[config.mk]
export PLATFORM = sky130hd
export DESIGN_NAME = vending_machine_core
export DESIGN_NICKNAME = d
export VERILOG_FILES = /design/src/rtl/vending_machine_core.sv
export SDC_FILE = /design/constraint.sdc
export NUM_CORES = 1
export LEC_CHECK = 0
export ABC_AREA = 1
export ABC_CLOCK_PERIOD_IN_PS = 2550
export CAP_MARGIN = 30
export CORE_MARGIN = 2
export CORE_UTILIZATION = 30
export DETAILED_ROUTE_END_ITERATION = 10
export GPL_ROUTABILITY_DRIVEN = 0
export PLACE_DENSITY = 0.62
export SYNTH_ARGS = -nofsm -noshare
export SYNTH_HDL_FRONTEND = slang
export SYNTH_SLANG_ARGS = --single-unit
[constraint.sdc]
create_clock -name clk -period 2.55 [get_ports clk]
set_input_delay 0.3825 -clock clk [delete_from_list [all_inputs] [get_ports clk]]
set_output_delay 0.3825 -clock clk [all_outputs]
set_load 0.01 [all_outputs]
[src/rtl/vending_machine_core.sv]
// Coin-operated vending controller: $4 item, accepts $1/$2/$5, returns change.
// Latency: one cycle from coin edge to registered dispense/change outputs.
// No backpressure: every single-coin edge is accepted; multi-coin edges are dropped.
module vending_machine_core (
  input  logic       clk,
  input  logic       reset,
  input  logic       one,
  input  logic       two,
  input  logic       five,
  output logic [2:0] cs,
  output logic [2:0] ns,
  output logic       d,
  output logic [2:0] r
);

  typedef enum logic [2:0] {
    S0 = 3'd0,
    S1 = 3'd1,
    S2 = 3'd2,
    S3 = 3'd3
  } state_t;

  localparam logic [3:0] PRICE = 4'd4;

  state_t     state;
  state_t     next_state;
  logic [3:0] coin_val;
  logic [3:0] sum;
  logic [3:0] change;
  logic       single_coin;
  logic       legal;
  logic       buy;

  // Decode the coin inputs, accumulate credit, and pick the next credit level.
  always_comb begin
    coin_val = 4'd0;
    case ({one, two, five})
      3'b100:  coin_val = 4'd1;
      3'b010:  coin_val = 4'd2;
      3'b001:  coin_val = 4'd5;
      default: coin_val = 4'd0;  // idle, or several coins at once: ignored
    endcase
    single_coin = (coin_val != 4'd0);
    legal       = (state <= S3);
    sum         = {1'b0, state} + coin_val;
    change      = sum - PRICE;
    buy         = !reset && legal && single_coin && (sum >= PRICE);

    next_state = state;
    if (reset || !legal) begin
      // Reset and corrupted state codes both collapse to zero credit,
      // discarding whatever coin is offered on this edge.
      next_state = S0;
    end else if (single_coin) begin
      next_state = (sum >= PRICE) ? S0 : state_t'(sum[2:0]);
    end
  end

  // Credit register plus one-cycle dispense pulse and change value.
  always_ff @(posedge clk) begin
    if (reset) begin
      state <= S0;
      d     <= 1'b0;
      r     <= 3'd0;
    end else begin
      state <= next_state;
      d     <= buy;
      r     <= buy ? change[2:0] : 3'd0;
    end
  end

  assign cs = state;
  assign ns = next_state;

endmodule

==> impl_metrics.toml <==
[route]
vias_per_cell = 4.490
drc_errors = 0
drt_iter0_drc = 11
totalWireLength_um = 1044
detail-route-antenna-nets = 0
firstDrtPassIters = 4
dr_total_vias = 449
post_drt_wl_per_cell_um = 10.44

[power]
p_per_area_nw_per_um2 = 422.2
p_leak_nw = 0.3619
irDropWorstVdd_mv = 0.2361
finalPower_w = 0.0003001

[floorplan]
row_count = 13
die-width_um = 41.10
pin_count = 15
start_util_pct = 31.73
die_y_um = 41.10
core_region_area_sq_um = 1301
dieArea_sq_um = 1689

[critical_path]
reg2reg_to = "cs[1]"
reg2regPathDepth = 11
endpoint_kind = "primary output"
worstPathMaxFanout = 3
r2r-start = "cs[0]"
start_kind = "primary input"
crit_arrival_ns = 1.99
ff2ff_setup_slack_ns = 0.35
crit_type = "in2out"
cp.required_ns = 2.17

[yosys]
ys_seq_area_share_pct = 33.94
ys_top_cells_by_area = "dfxtp_1 (34%), inv_1 (10%), ha_1 (9.1%)"
syn_area_sq_um = 412.9
synth.distinct_cells = 17
ys.flop_type = "dfxtp_1"
synth_edf_count = 0
avgSynthCellArea_sq_um = 7.507
yosysWarningCount = 0
ys_top_cells_by_count = "inv_1 (11), nand2_1 (8), dfxtp_1 (7), nor2_1 (5)"
async_flop_share_pct = 0
synth-seq-cells = 7
synth.largest_area_cell = "dfxtp_1"
syn_inst = 55
synth_most_common_cell = "inv_1"
synth_top_area_share_pct = 33.94

[clocking]
cts_buffers = 3
cts_tree = "done"
clock_path_buffers = 2
clk_latency_ns = 0.25
cts_htree_levels = 1
clk_pin_slew_ns = 0.05
cts_sinks = 7
cts_root_buf = "clkbuf_4"

[grt]
antenna_found_initial = 0
grt_max_degree = 7
grt_pass1_vias = 387
track_usage_pct = 14.69
grt_pass1_wl_um = 1559
overflow = 0

[timing]
finalSetupTns_ns = 0
rsz0062_at_grt = "false"
post-route-period-util_pct = 93.10
report.final.slew_viol_count = 0
final-hold-violation-count = 0
clock-skew-final_ns = 0.0007970
timing.fmax_ghz = 0.4212
fin_crit_ns = 2.374
setup_viol = 0

[finish]
utilization_pct = 54.62
drive_above_1_share_pct = 42.35
nNetsFinal = 95
antenna_cells = 0
areaGrowthSynthToFinish_pct = 72.12

[job]
drv_cap = 0

[hold_path]
min_from = "cs[2]"
hold_path_depth = 3
hold_path_class = "reg2reg"
worstHoldEndpoint = "r[2]"

[status]
status = "completed"

[placed_design]
dp_hpwl_um = 623.3
portBuffers = 13
through the flow:
stage          setup slack (ns)  hold slack (ns)  std cells  instance area [sq um]
2_1_floorplan            0.4304           0.5951         56                  416.7
3_3_place_gp            -0.5742           0.6025         90                  610.6
3_5_place_dp            -0.5926           0.6026         90                  610.6
4_1_cts                 0.01416           0.6271         99                  678.2
5_1_grt                 0.06995           0.6645        100                  710.7
6_report                 0.1760           0.6494        100                  710.7
repair_timing:
item                                    in CTS  in global routing
hold buffers                                 0                  0
pin swaps                                    4                  6
endpoints found under the setup margin       2                  3
gates cloned                                 0                  0
setup buffers                                5                  1
resized for setup                           14                 11
registers in the layout, indices dropped and copies added (netlist names):
name and flops:
r 3, cs 3, d 1
worst max-delay path: stages:
cell,delay (ns)
clkbuf_2,0.10
inv_1,0.06
nand2_1,0.07
nand3_2,0.06
inv_1,0.06
ha_2,0.16
inv_2,0.04
fa_2,0.42
xor2_4,0.22
nand3_2,0.12
a21oi_2,0.15
buf_2,0.14
area by class of cell:
class,count,area [sq um]
tap,15,18.77
multi-input combinational,35,266.5
clock buffer,4,26.28
inverter,13,48.80
fill,122,590.6
timing repair buffer,26,210.2
sequential,7,140.1
cells in the final DEF (no fill, tap or decap):
cell and n:
ha_2 2, nand4_1 1, nor2_1 5, nand3_2 4, conb_1 2, buf_2 2
a21oi_1 2, nand2_2 2, fa_2 1, dfxtp_1 7, nor2_4 1, buf_4 13
clkdlybuf4s50_1 8, clkbuf_4 3, clkbuf_1 1, ha_1 1, nand3_1 2, xor2_4 1
nand2_1 8, inv_1 11, clkbuf_2 2, dlymetal6s2s_1 1, nor3_2 1, inv_2 2
a21oi_2 2
power by group:
| group | total (W) | internal [W] | switching, W |
|---|---|---|---|
| sequential | 0.000115 | 0.000113 | 0.00000225 |
| clock | 0.0000999 | 0.0000597 | 0.0000402 |
| combinational | 0.0000847 | 0.0000434 | 0.0000413 |
| total | 0.000300 | 0.000216 | 0.0000838 |
logic make-up (layout without fill, tap and decap cells):
kind of cell | Yosys count | in the layout | synth area share, %
buffers and inverters | 14 | 43 | 13.64
flip-flops | 7 | 7 | 33.94
other | 1 | 2 | 0.9082
AND/OR/NAND/NOR | 24 | 24 | 28.79
AO/OA/AOI/OAI | 4 | 4 | 4.849
XOR/XNOR | 1 | 1 | 3.940
adder cells (fa/ha/maj) | 4 | 4 | 13.94
worst max path at each step:
stage                     slack [ns]  endpoint  cells after the start  start
after global placement         -0.57     ns[0]                     12   five
after floorplan                 0.43     ns[0]                     10   five
final                           0.18     ns[1]                     12   five
after global routing            0.07     ns[1]                     12   five
after CTS                       0.01     ns[1]                     11    two
after detailed placement       -0.59     ns[0]                     12   five
layer usage:
| layer | up-vias | track usage [%] | share of wire [%] |
|---|---|---|---|
| li1 | 226 | - | - |
| met5 | - | 0 | 0 |
| met2 | 15 | 23.05 | 52 |
| met3 | 2 | 8.152 | 6.8 |
| met1 | 206 | 16.12 | 40 |
| met4 | 0 | 6.452 | 1.6 |
Note: power is estimated with default switching activity, not from simulation.
